===== src/rtl/muldiv_unit.sv =====
// muldiv_unit: iterative multiply/divide unit that owns the HI/LO register pair.
// Shift-add multiply and restoring divide on operand magnitudes, one bit per cycle, sign fixed up at the end.
module muldiv_unit #(
  parameter int XLEN  = 32,
  parameter int CNT_W = 6
) (
  input  logic            CLK,
  input  logic            RST,
  input  logic            start,
  input  logic [5:0]      func,
  input  logic [XLEN-1:0] rs,
  input  logic [XLEN-1:0] rt,
  output logic            busy,
  output logic            done,
  output logic [XLEN-1:0] HI,
  output logic [XLEN-1:0] LO
);

  localparam logic [5:0] FN_MTHI  = 6'h11;
  localparam logic [5:0] FN_MTLO  = 6'h13;
  localparam logic [5:0] FN_MULT  = 6'h18;
  localparam logic [5:0] FN_MULTU = 6'h19;
  localparam logic [5:0] FN_DIV   = 6'h1A;
  localparam logic [5:0] FN_DIVU  = 6'h1B;
  localparam int         PW       = 2 * XLEN;

  typedef enum logic [1:0] {
    IDLE,
    CALC,
    FIX
  } state_t;

  state_t state, state_nxt;

  logic            fn_mul, fn_div, fn_signed, fn_arith, rt_zero;
  logic            rs_neg, rt_neg;
  logic [XLEN-1:0] rs_mag, rt_mag;

  // acc/q form one double-width shift register: {product hi, lo} for multiply,
  // {remainder, dividend->quotient} for divide. opnd_b is multiplicand or divisor.
  logic [XLEN-1:0] acc, q, opnd_b;
  logic [CNT_W-1:0] cnt;
  logic             op_div, neg_q, neg_r, div0;

  logic [XLEN:0]   mul_sum, div_shift, div_diff;
  logic [XLEN-1:0] acc_step, q_step;
  logic [PW-1:0]   prod_mag, prod_fix;
  logic [XLEN-1:0] hi_fix, lo_fix;

  assign fn_mul    = (func == FN_MULT) || (func == FN_MULTU);
  assign fn_div    = (func == FN_DIV)  || (func == FN_DIVU);
  assign fn_signed = (func == FN_MULT) || (func == FN_DIV);
  assign fn_arith  = fn_mul || fn_div;
  assign rt_zero   = (rt == '0);
  assign rs_neg    = fn_signed && rs[XLEN-1];
  assign rt_neg    = fn_signed && rt[XLEN-1];
  assign rs_mag    = rs_neg ? (~rs + XLEN'(1)) : rs;
  assign rt_mag    = rt_neg ? (~rt + XLEN'(1)) : rt;

  assign busy = (state != IDLE);

  always_ff @(posedge CLK or negedge RST) begin
    if (!RST) state <= IDLE;
    else      state <= state_nxt;
  end

  always_comb begin
    state_nxt = state;
    case (state)
      IDLE: begin
        if (start && fn_arith) state_nxt = (fn_div && rt_zero) ? FIX : CALC;
      end
      CALC: begin
        if (cnt == CNT_W'(XLEN - 1)) state_nxt = FIX;
      end
      FIX:     state_nxt = IDLE;
      default: state_nxt = IDLE;
    endcase
  end

  // One iteration of either algorithm; the restoring divide keeps acc < divisor,
  // so the shifted partial remainder always fits in XLEN+1 bits.
  always_comb begin
    acc_step  = acc;
    q_step    = q;
    mul_sum   = {1'b0, acc} + (q[0] ? {1'b0, opnd_b} : '0);
    div_shift = {acc, q[XLEN-1]};
    div_diff  = div_shift - {1'b0, opnd_b};
    if (op_div) begin
      if (div_diff[XLEN]) begin
        acc_step = div_shift[XLEN-1:0];
        q_step   = {q[XLEN-2:0], 1'b0};
      end else begin
        acc_step = div_diff[XLEN-1:0];
        q_step   = {q[XLEN-2:0], 1'b1};
      end
    end else begin
      acc_step = mul_sum[XLEN:1];
      q_step   = {mul_sum[0], q[XLEN-1:1]};
    end
  end

  always_comb begin
    prod_mag = {acc, q};
    prod_fix = neg_q ? (~prod_mag + PW'(1)) : prod_mag;
    hi_fix   = prod_fix[PW-1:XLEN];
    lo_fix   = prod_fix[XLEN-1:0];
    if (div0) begin
      hi_fix = acc;
      lo_fix = '1;
    end else if (op_div) begin
      lo_fix = neg_q ? (~q + XLEN'(1)) : q;
      hi_fix = neg_r ? (~acc + XLEN'(1)) : acc;
    end
  end

  // On divide-by-zero acc carries the raw dividend straight through to HI.
  always_ff @(posedge CLK or negedge RST) begin
    if (!RST) begin
      acc    <= '0;
      q      <= '0;
      opnd_b <= '0;
      cnt    <= '0;
      op_div <= 1'b0;
      neg_q  <= 1'b0;
      neg_r  <= 1'b0;
      div0   <= 1'b0;
    end else begin
      case (state)
        IDLE: begin
          if (start && fn_arith) begin
            cnt    <= '0;
            op_div <= fn_div;
            neg_q  <= rs_neg ^ rt_neg;
            neg_r  <= rs_neg;
            div0   <= fn_div && rt_zero;
            if (fn_div) begin
              acc    <= rt_zero ? rs : '0;
              q      <= rs_mag;
              opnd_b <= rt_mag;
            end else begin
              acc    <= '0;
              q      <= rt_mag;
              opnd_b <= rs_mag;
            end
          end
        end
        CALC: begin
          acc <= acc_step;
          q   <= q_step;
          cnt <= cnt + CNT_W'(1);
        end
        default: ;
      endcase
    end
  end

  always_ff @(posedge CLK or negedge RST) begin
    if (!RST) begin
      HI   <= '0;
      LO   <= '0;
      done <= 1'b0;
    end else begin
      done <= 1'b0;
      if (state == FIX) begin
        HI   <= hi_fix;
        LO   <= lo_fix;
        done <= 1'b1;
      end else if (state == IDLE && start) begin
        if (func == FN_MTHI) HI <= rs;
        if (func == FN_MTLO) LO <= rs;
      end
    end
  end

endmodule


===== config.mk =====
export PLATFORM = sky130hd
export DESIGN_NAME = muldiv_unit
export DESIGN_NICKNAME = d
export VERILOG_FILES = /design/src/rtl/muldiv_unit.sv
export SDC_FILE = /design/constraint.sdc
export NUM_CORES = 1
export LEC_CHECK = 0
export BUFFER_PORTS_ARGS = -buffer_cell sky130_fd_sc_hd__buf_2
export CAP_MARGIN = 40
export CORE_MARGIN = 2
export CORE_UTILIZATION = 55
export CTS_CLUSTER_DIAMETER = 200
export CTS_CLUSTER_SIZE = 14
export DETAILED_ROUTE_END_ITERATION = 8
export PLACE_DENSITY = 0.81
export SYNTH_ARGS = -nofsm -noshare
export SYNTH_HDL_FRONTEND = slang
export SYNTH_SLANG_ARGS = --single-unit
export TNS_END_PERCENT = 5

===== constraint.sdc =====
create_clock -name CLK -period 4.3 [get_ports CLK]
set_input_delay 0.645 -clock CLK [delete_from_list [all_inputs] [get_ports CLK]]
set_output_delay 0.645 -clock CLK [all_outputs]
set_load 0.01 [all_outputs]

== Word-level counts from Yosys, hierarchy flattened ==
Cells that the tools add are included.
W data, S select, Z words.
Word-level totals
  latch bits: 0
  bits of input ports: 73
  output and inout port bits: 66
  flip-flop bits (word level): 173
  logic and storage cells: 93
  memories kept: 0
  bits in read-only memories: 0
  RAM bits: 0
Cells by class
  order comparisons: 0
  muxes and demuxes: 35
  eq/ne operators: 11
  bitwise operators: 6
  multiply operators: 0
  div/mod/pow operators: 0
  reductions and logical operators: 21
  $add $sub $neg: 8
  shift-type cells: 0
Operators by type and width (number)
  $mux W32: 24
  $add A32 B1 Y32 const B: 4
  $not A32 Y32: 4
  $pmux W32 S2: 2
  $add A64 B1 Y64 const B: 1
  $mux W64: 1
  $not A64 Y64: 1
  $eq A6 B5 Y1 const B: 7
  $add A32 B32 Y33: 1
  $sub A33 B32 Y33: 1
  $logic_not A32 Y1: 1
  $pmux W6 S2: 1
  $reduce_and A2 Y1: 5
  $reduce_bool A2 Y1: 5
  $add A6 B1 Y6 const B: 1
  $mux W2: 3
  $mux W6: 1
  $logic_and A1 B1 Y1: 5
  $logic_or A1 B1 Y1: 4
  $ne A2 B2 Y1 const B: 2
  $pmux W2 S2: 1
  $eq A2 B1 Y1 const B: 1
  $eq A2 B2 Y1 const B: 1
  $logic_not A2 Y1: 1
  2 further kinds: 3

== Depth between registers and ports, before layout ==
Gate-level depths: netlist (run 1).
  word-level depth: 7
  mapped depth: 14
  depth with buffers taken out: 12

== Worst setup path before layout (run 1) ==
Ideal clock, no wire load.
  kind: register to register
  from: register q[0]
  to: register acc[31]
  arrival: 3137 ps
  library setup time: 144 ps
  data required time: 4156 ps
  stages on the path, launching flop included: 13
  slack: 1019 ps
  path buffers: 0
  period minus slack after synthesis: 3281 ps
  cells stage by stage: dfrtp_1 -> and2_1 -> ha_1 -> fa_1 -> a211oi_1 -> o21bai_1 -> a21o_1 -> a21boi_0 -> o21ai_0 -> a41oi_1 -> o221ai_1 -> o311ai_0 -> o211ai_2
Between the ends
  longest elaborated chain between the ends: 4
RTL lines
  from (decl): RTL line 41  | logic [XLEN-1:0] acc, q, opnd_b;
  from (signal assigned): RTL line 139  | q <= rs_mag;
  from (signal assigned): RTL line 143  | q <= rt_mag;
  from (signal assigned): RTL line 150  | q <= q_step;
  $mux W32: RTL line 86  | mul_sum = {1'b0, acc} + (q[0] ? {1'b0, opnd_b} : '0);
  $add A32 B32 Y33: RTL line 86
  $mux W32: RTL line 89  | if (op_div) begin
  $pmux W32 S2: RTL line 129  | case (state)
  to (signal assigned): RTL line 138  | acc <= rt_zero ? rs : '0;
  to (signal assigned): RTL line 149  | acc <= acc_step;
  to (decl): RTL line 41
No other way between the ends.
A chain may end at the register's enable or synchronous reset.

== Worst setup path after layout (run 1) ==
  from: register acc[2]
  to: register acc[31]
Between the ends
  longest elaborated chain between the ends: 4
  elaborated cells on any way between the ends: 5
  those cells by class: 2 x add/sub; 3 x mux
RTL lines
  $sub A33 B32 Y33: RTL line 88  | div_diff = div_shift - {1'b0, opnd_b};
  $mux W32: RTL line 90  | if (div_diff[XLEN]) begin
  $mux W32 (*): RTL line 89
  $pmux W32 S2 (*): RTL line 129
Every way passes the cells marked *; elsewhere a longest branch is shown, timed or not.

==> metrics, run 1 <==
RSZ-0062 raised after global routing no; # DRC 0; VDD IR max 0.000390 V; DRT iter0 DRCs a little over 2000; post-synthesis simple-gate area fraction 18.0%; Worst-Margin Slew 0.813 ns; minimum clock period between 3 and 4 ns; Hold WS a little under 0.5 ns; initial core utilization ~56%; Post-Syn Area about 15000 um2; CP arrival roughly 4.0 ns; nets@finish 2173; CP Capture Type flop; GP Congestion between 1 and 1.5; max-cap viol count 0; IO Port Bufs roughly 140; post-route insts no fill ~2400; FILL cells approximately 2500; Sink Count between 150 and 200; fin util around 62%; placed cell area around 17000 um2; Synth Net Count about 2100; CTS tree built; dominant synthesized flop cell dfrtp_1; CTS Buf Count 17; Setup WS pre-CTS about 0.55 ns; post-synthesis xor/xnor area fraction about 9.7%; final setup skew 0.0206 ns; H-tree depth 4; async set-reset flop share out of synthesis 100%; Post-synth EDFFs 0; Die Y 172 um; CP max FO 11; Total Wirelength roughly 60000 um; placed instance count around 2400; Max Slew Vio Count 0; mux cell area share after synthesis 5.31%; share of layout cells above drive strength 1 13.1%; antenna violations before repair 2; reg2reg setup slack between 0.5 and 0.6 ns; largest net degree at the start of global routing between 80 and 90; Final HPWL DP roughly 44000 um; All-Layer GR Usage 40.4%; Post-DRT Antenna Nets 0; cell count after synthesis 1949; Slew HR between 40 and 50%; setup TNS 0 ns; fin crit share just under 90%; Via density roughly 6.7; worst skew pair latency roughly 0.46 ns; Leak ~7.4 nW; Root Buffer clkbuf_16; main combinational cell family by area after synthesis compound AO/OA/AOI/OAI gates; Total Power between 10 and 15 mW; final hold violation count 0; Worst setup SP type flop; die footprint just under 30000 um2; power per cell area approximately 630 nW/um2; Yosys Warn Count 0; Core Region 27700 um2; Worst EP required approximately 4.6 ns; cell area after layout ~17000 um2; first-pass GRT wire length a little under 90000 um; Worst-path clk slew about 0.080 ns; I/O Pins 139; sequential share of the synthesized area between 20% and 30%; Setup Viol. Count Final 0; Compound-Gate Fraction of Synth Area between 20 and 30%; site row count 61; critical path type reg -> reg; outcome complete, no violations; fin worst setup slack 0.564 ns; synthesized-area fraction occupied by adder cells 5.84%; achievable clock frequency ~270 MHz; Remaining Overflow, GRT 0; Clock Tree Buf Depth 2; count of cell types in the netlist 86; syn avg cell area 7.94 um2; most frequent cells in the layout 189 x nor2_1, 189 x a21oi_1, 172 x dfrtp_1; Synth Register Bits roughly 170; die width around 170 um; area grow syn2layout 11.6%; Pre-antenna DRT Iters 6; via count 16202; vias in the first global route between 15000 and 20000; WL/cell 24.6 um; Hold Crit Class reg -> reg
==> critical path: stages (launching register included) <==
cell       delay (ns)
dfrtp_1          0.51
ha_1             0.42
a21o_1           0.20
a21oi_1          0.18
a21boi_0         0.23
a2111oi_0        0.65
buf_4            0.23
o31ai_1          0.11
a2111oi_0        0.42
buf_4            0.21
o21bai_1         0.08
xnor2_1          0.23
o211ai_2         0.11
==> synth_stat cells (4+ instances only) <==
cell	count	area, um2
nor2_1	190	713
a21oi_1	189	946
dfrtp_1	173	4330
nand2_1	147	552
o21ai_0	142	711
clkbuf_1	115	432
xor2_1	88	771
xnor2_1	83	727
mux2i_1	81	811
a211oi_1	72	541
ha_1	69	863
inv_1	68	255
nor3_1	43	215
a22oi_1	37	278
nand3_1	32	160
nor2b_1	29	181
a21o_1	26	195
nor4_1	25	156
o211ai_1	25	188
a31oi_1	23	144
o31ai_1	22	165
and3_1	20	125
nand2b_1	19	119
or4_1	16	120
o41ai_1	15	131
o21bai_1	13	97.6
nand4_1	12	75.1
a222oi_1	11	110
o22ai_1	11	68.8
a221oi_2	10	150
o21ai_1	10	50.1
or3_1	10	62.6
or2_2	9	56.3
and2_1	8	50.1
buf_2	8	40.0
a221oi_1	7	61.3
buf_1	6	22.5
a211o_1	5	43.8
a41oi_1	4	35.0
==> kinds of logic (layout without fill, tap and decap cells) <==
family	Yosys count	count (layout)
AOI/OAI and AO/OA	668	668
and+or+nand+nor	582	582
buffers and inverters	202	295
DFF	173	173
xor gates and xnor gates	171	171
muxes	82	82
adders and majority gates	71	71
other	0	1
==> layout make-up <==
| cell class | count | area (um2) | share of cell area (%) |
|---|---|---|---|
| Inverter | 69 | 259 | 1.50 |
| Multi-Input combinational cell | 1574 | 10400 | 60.1 |
| Sequential cell | 173 | 4330 | 25.1 |
| Tap cell | 378 | 473 | 2.74 |
| Timing Repair Buffer | 194 | 1190 | 6.89 |
| Clock inverter | 15 | 215 | 1.25 |
| Antenna cell | 1 | 2.50 | 0.0145 |
| Clock buffer | 17 | 425 | 2.46 |
==> timing repair <==
| action | in CTS | in global routing |
|---|---|---|
| hold buffers | 1 | 0 |
| buffers inserted | 0 | 0 |
| hold endpoints to repair | 4 | 0 |
| resized for setup | 0 | 0 |
==> state kept, by name (all words and copies together), names as in the netlist <==
signal and flops:
HI 32, LO 32, acc 32, opnd_b 32, q 32, cnt 6, state 2, div0 1
done 1, neg_q 1, neg_r 1, op_div 1
==> worst paths after layout <==
check / end / cells after the start / start
hold / removal: opnd_b[15] / 2 / opnd_b[15]
min in group asynchronous: LO[5] / 2 / RST
hold reg to reg: opnd_b[15] / 2 / opnd_b[15]
setup reg to reg: acc[31] / 12 / acc[2]
setup / recovery: acc[31] / 12 / acc[2]
max in group asynchronous: acc[16] / 4 / RST
==> routing by layer <==
| metal | vias up | GRT usage, % | part of all wire, % |
|---|---|---|---|
| met5 | - | 0 | 0.044 |
| met1 | 7686 | 50.6 | 38 |
| met3 | 238 | 8.44 | 9.7 |
| met4 | 4 | 29.1 | 8.4 |
| met2 | 940 | 61.6 | 44 |
| li1 | 7334 | - | - |
==> where the power goes <==
group / internal, mW / switching (mW)
Clock: 0.821 / 0.901
Sequential: 2.20 / 0.856
Combinational: 2.48 / 3.64
Total: 5.50 / 5.40
(Power assumes the default switching activity.)
==> inputs of run 2 (changes only) <==
Settings changed: REMOVE_ABC_BUFFERS from default to 1.
==> run 2 against run 1 <==
The flow now finishes with violations (DRC). Fmax decreased by 2.9%. Clock skew decreased by 0.0064 ns. Highest routed layer is now met4. Via count decreased by 0.85%. Sequential power about the same. Register-to-register slack got worse by 0.11 ns. Final cell count decreased by 0.25%. Non-clock buffer count decreased by 5. Total power decreased by 2.8%. Critical path depth unchanged. Worst setup slack got worse by 0.11 ns. Routed wire length decreased by 6.9%.
==> metrics, run 2 (synthesis results as in run 1) <==
Slew HR 40.1% (was 45.5%); Max Slew Vio Count 0 (unchanged); vias in the first global route 14963 (was 15294); cell area after layout 17200 um2 (was 17300 um2); cells along the critical path inv_1 > nor2_1 > fa_1 > a211oi_1 > o21bai_1 > a21o_1 > a21boi_0 > o21ai_0 > a41oi_1 > o221ai_1 > o311ai_0 > o211ai_2 (was ha_1 > a21o_1 > a21oi_1 > a21boi_0 > a2111oi_0 > buf_4 > o31ai_1 > a2111oi_0 > buf_4 > o21bai_1 > xnor2_1 > o211ai_2); Pre-antenna DRT Iters 9 (was 6); worst skew pair latency 0.46 ns (about the same); max-cap viol count 0 (unchanged); final setup skew 0.0142 ns (was 0.0206 ns); placed cell area 16600 um2 (about the same); # DRC 21 (was 0); Die Y 172 um (unchanged); Crit path largest cell delay 0.47 ns (was 0.65 ns); GP Congestion 0.976 (was 1.01); die footprint 29500 um2 (unchanged); Total Power 10.6 mW (was 10.9 mW); Clock Tree Buf Depth 2 (unchanged); ANT cells 0 (was 1); site row count 61 (unchanged); failing checks DRC; CTS Buf Count 17 (unchanged); area occupied by multi-input gates 10400 um2 (unchanged); placed instance count 2383 (was 2387); post-route insts no fill 2415 (was 2421); cell-internal power 5.56 mW (was 5.50 mW); Hold Buf Count CTS 0 (was 1); IO Port Bufs 138 (unchanged); critical path type reg -> reg (unchanged); power per cell area 618 nW/um2 (was 631 nW/um2); antenna violations before repair 1 (was 2); Worst EP required 4.62 ns (was 4.61 ns); Seq. cell area 4330 um2 (unchanged); most frequent cells in the layout 189 x nor2_1, 189 x a21oi_1, 172 x dfrtp_1 (unchanged); CP max FO 7 (was 11); CTS tree built (unchanged); Setup Viol. Count Final 0 (unchanged); Hold WS 0.261 ns (was 0.488 ns); outcome finished with violations (was complete, no violations); Sequential Power Share 28.9% (was 28.0%); Root Buffer clkbuf_16 (unchanged); All-Layer GR Usage 37.7% (was 40.4%); CP arrival 4.17 ns (was 4.04 ns); VDD IR max 0.000259 V (was 0.000390 V); Final HPWL DP 41000 um (was 44100 um); Leak 7.40 nW (was 7.45 nW); final hold violation count 0 (unchanged); nets@finish 2168 (was 2173); largest net degree at the start of global routing 83 (was 86); Total Wirelength 55500 um (was 59600 um); I/O Pins 139 (unchanged); Switch Pwr 5.04 mW (was 5.40 mW); R2R cell count 12 (unchanged); Worst setup SP type flop (unchanged); Post-DRT Antenna Nets 0 (unchanged); Setup Buffers After CTS 0 (unchanged); CP Capture Type flop (unchanged); Core Region 27700 um2 (unchanged); RSZ-0062 raised after global routing no (unchanged); first-pass GRT wire length 85100 um (was 89000 um); FILL cells 2470 (was 2472); die width 172 um (unchanged); DRT iter0 DRCs 1895 (was 2079); post-cts sizing count 0 (unchanged); Remaining Overflow, GRT 0 (unchanged); Hold Crit Class in -> async (was reg -> reg); share of layout cells above drive strength 1 12.9% (was 13.1%); achievable clock frequency 260 MHz (was 268 MHz); clock power share 15.5% (was 15.8%); minimum clock period 3.85 ns (was 3.74 ns); switch share 47.5% (was 49.5%); Sink Count 173 (unchanged); Slowest cell on crit path fa_1 (was a2111oi_0); area grow syn2layout 10.9% (was 11.6%); Via density 6.65 (was 6.69); via count 16064 (was 16202); Logic pwr share 55.7% (was 56.2%); H-tree depth 4 (unchanged); initial core utilization 55.8% (unchanged); WL/cell 23.0 um (was 24.6 um); Worst-Margin Slew 0.898 ns (was 0.813 ns); Worst-path clk slew 0.07 ns (was 0.08 ns); fin crit share 89.5% (was 86.9%)
==> run 2: cell count changes in the layout (fill, tap and decap cells not counted), moves of 3 or more <==
cell and change:
clkinv_8 -5, clkinv_4 +3, buf_4 -3, clkbuf_8 +3, inv_12 -4
==> run 2: final cells by class <==
| type | instances | area share [%] |
|---|---|---|
| Clock buffer | 21 | 2.74 |
| Clock inverter | 11 | 0.759 |
| Inverter | 69 | 1.51 |
| Multi-Input combinational cell | 1574 | 60.5 |
| Sequential cell | 173 | 25.2 |
| Tap cell | 378 | 2.76 |
| Timing Repair Buffer | 189 | 6.51 |
==> run 2: critical path, delay by kind of cell (launching register included) <==
kind	cells	cell delay [ns]
simple gates	1	0.13
compound gates	9	2.45
fa+ha+maj	1	0.47
flops	1	0.42
buf+inv	1	0.24
==> run 2: power by group through the flow <==
stage	combinational [mW]	clock, mW	sequential (mW)
5_1_grt	6.47	1.71	3.14
3_3_place_gp	5.67	0	3.02
3_5_place_dp	5.73	0	3.05
4_1_cts	5.78	1.64	3.02
6_report	5.90	1.64	3.06
2_1_floorplan	4.02	0	2.94
==> run 2: final timing paths <==
kind / start / end / slack, ns
max: q[0] / acc[31] / 0.45
min: RST / acc[27] / 0.26
max reg2reg: q[0] / acc[31] / 0.45
min reg2reg: cnt[5] / cnt[5] / 0.48
max in group asynchronous: RST / q[2] / 3.01
min in group CLK: cnt[5] / cnt[5] / 0.48
==> run 2: routing by layer <==
layer	global-route usage (%)	share of wire, %	routed length [um]
met1	52.4	42	23100
met2	57.6	43	24100
met3	6.95	11	6050
met4	15.4	4.0	2220
met5	0	0	0
==> run 2: through the flow <==
step	utilization [%]	setup TNS [ns]	setup slack, ns
after floorplan	-	-62.60	-2.00
after global placement	59.5	0	0.537
after detailed placement	59.7	0	0.487
after CTS	61.9	0	0.529
after global routing	61.9	0	0.160
final	61.9	0	0.452
==> inputs of run 3 (changes only) <==
Settings changed: MAX_ROUTING_LAYER from default to met4.
==> run 3 against run 2 <==
The flow now finishes without violations. Total power increased by 1.3%. First-iteration DRC count increased by 24%. Flip-flop and latch count unchanged. Non-clock buffer count unchanged. Die area unchanged. Clock power about the same. Routed wire length increased by 0.35%. Cell area increased by 0.17%.
==> metrics, run 3 (synthesis results as in run 1) <==
area grow syn2layout 11.1% (was 10.9%); die footprint 29500 um2 (unchanged); first-pass GRT wire length 85500 um (was 85100 um); post-cts sizing count 0 (unchanged); Total Wirelength 55700 um (was 55500 um); IO Port Bufs 138 (unchanged); CTS tree built (unchanged); CP Capture Type flop (unchanged); worst skew pair latency 0.45 ns (was 0.46 ns); Final HPWL DP 40900 um (was 41000 um); Worst-path clk slew 0.08 ns (was 0.07 ns); antenna violations before repair 1 (unchanged); R2R cell count 13 (was 12); Die Y 172 um (unchanged); site row count 61 (unchanged); reg2reg setup slack 0.27 ns (was 0.45 ns); vias in the first global route 14846 (was 14963); H-tree depth 4 (unchanged); VDD IR max 0.000294 V (was 0.000259 V); via count 16057 (was 16064); Post-DRT Antenna Nets 0 (unchanged); CP max FO 10 (was 7); power per cell area 625 nW/um2 (was 618 nW/um2); setup TNS 0 ns (unchanged); Critical R2R Capture acc[31] (unchanged); Sink Count 173 (unchanged); Pre-antenna DRT Iters 8 (was 9); DRT iter0 DRCs 2354 (was 1895); Max Slew Vio Count 0 (unchanged); Slew HR 40.0% (was 40.1%); final setup skew 0.0102 ns (was 0.0142 ns); RSZ-0062 raised after global routing no (unchanged); All-Layer GR Usage 38.9% (was 37.7%); # DRC 0 (was 21); Crit path largest cell delay 0.47 ns (about the same); Via density 6.65 (about the same); R2R Path Start q[0] (unchanged); Worst-Margin Slew 0.900 ns (was 0.898 ns); achievable clock frequency 248 MHz (was 260 MHz); Core Region 27700 um2 (unchanged); share of layout cells above drive strength 1 12.9% (unchanged); cells along the critical path inv_1 > nor2_1 > fa_1 > a211oi_1 > o21bai_1 > a21o_1 > a21boi_0 > o21ai_0 > a41oi_1 > buf_4 > o221ai_1 > o311ai_0 > o211ai_2 (was inv_1 > nor2_1 > fa_1 > a211oi_1 > o21bai_1 > a21o_1 > a21boi_0 > o21ai_0 > a41oi_1 > o221ai_1 > o311ai_0 > o211ai_2); Remaining Overflow, GRT 0 (unchanged); Total Power 10.7 mW (was 10.6 mW); WL/cell 23.1 um (was 23.0 um); critical path type reg -> reg (unchanged); die width 172 um (unchanged); largest net degree at the start of global routing 78 (was 83); Hold Buf Count CTS 0 (unchanged); fin crit share 93.6% (was 89.5%); most frequent cells in the layout 189 x nor2_1, 189 x a21oi_1, 172 x dfrtp_1 (unchanged); GP Congestion 1.02 (was 0.976); outcome complete, no violations (was finished with violations); Hold Crit Class in -> async (unchanged); I/O Pins 139 (unchanged); Worst setup SP type flop (unchanged); nets@finish 2168 (unchanged); initial core utilization 55.8% (unchanged); Clock Tree Buf Depth 2 (unchanged); CP arrival 4.35 ns (was 4.17 ns); Leak 7.41 nW (was 7.40 nW); final hold violation count 0 (unchanged); Root Buffer clkbuf_16 (unchanged); Slowest cell on crit path fa_1 (unchanged); Setup Viol. Count Final 0 (unchanged); max-cap viol count 0 (unchanged); minimum clock period 4.03 ns (was 3.85 ns); CTS Buf Count 17 (unchanged); fin util 62.0% (was 61.9%); Worst EP required 4.62 ns (about the same); Setup Buffers After CTS 0 (unchanged)
## run 3: changes by cell type in the layout (fill, tap and decap cells not counted), sizes merged
cell,before,now
diode,0,1
clkinv,5,4
clkbuf,21,22
## run 3: final cells by class
| cell class | count | area (um2) |
|---|---|---|
| diodes | 1 | 2.50 |
| clock buffers | 22 | 484 |
| clock inverters | 10 | 125 |
| fillers | 2482 | 10500 |
| inverters | 69 | 259 |
| multi-input cells | 1574 | 10400 |
| flip-flops and latches | 173 | 4330 |
| well taps | 378 | 473 |
| repair buffers | 189 | 1130 |
## run 3: report_power, final
part	internal, mW	total [mW]	leakage [nW]	switching [mW]
registers	2.20	3.10	2.09	0.896
logic	2.47	5.98	5.02	3.50
clock network	0.927	1.66	0.298	0.732
total	5.60	10.7	7.41	5.13
## run 3: worst max-delay path: cells and delay by family (launching register included)
family,cells,cell delay (ns)
compound gates,9,2.35
fa+ha+maj,1,0.47
buf+inv,2,0.48
flops,1,0.44
simple gates,1,0.14
## run 3: metal layers
| metal | share of wire, % | GRT usage [%] | routed length [um] | vias up |
|---|---|---|---|---|
| met5 | 0 | - | 0 | - |
| met4 | 3.8 | 15.3 | 2120 | 0 |
| met3 | 9.7 | 6.19 | 5390 | 146 |
| met2 | 44 | 57.8 | 24500 | 948 |
| met1 | 42 | 53.3 | 23700 | 7641 |
| li1 | - | - | - | 7322 |
## run 3: how the worst max path moves through the flow
stage | start | to | slack, ns | cells past startpoint
CTS | q[0] | acc[31] | 0.44 | 13
detailed placement | q[0] | acc[31] | 0.48 | 13
floorplan | func[5] | HI[15] | -2.00 | 6
finish | q[0] | acc[31] | 0.27 | 13
global placement | q[0] | acc[31] | 0.56 | 13
global route | q[0] | acc[31] | 0.05 | 13
## run 3: stage by stage
stage	instances	setup slack [ns]	cell area [um2]	hold WS (ns)
3_5_place_dp	2383	0.476	16600	0.476
6_report	2416	0.275	17200	0.0232
4_1_cts	2415	0.436	17200	0.0201
2_1_floorplan	1816	-2.00	14900	0.349
5_1_grt	2416	0.0489	17200	0.0356
3_3_place_gp	2380	0.559	16500	0.462
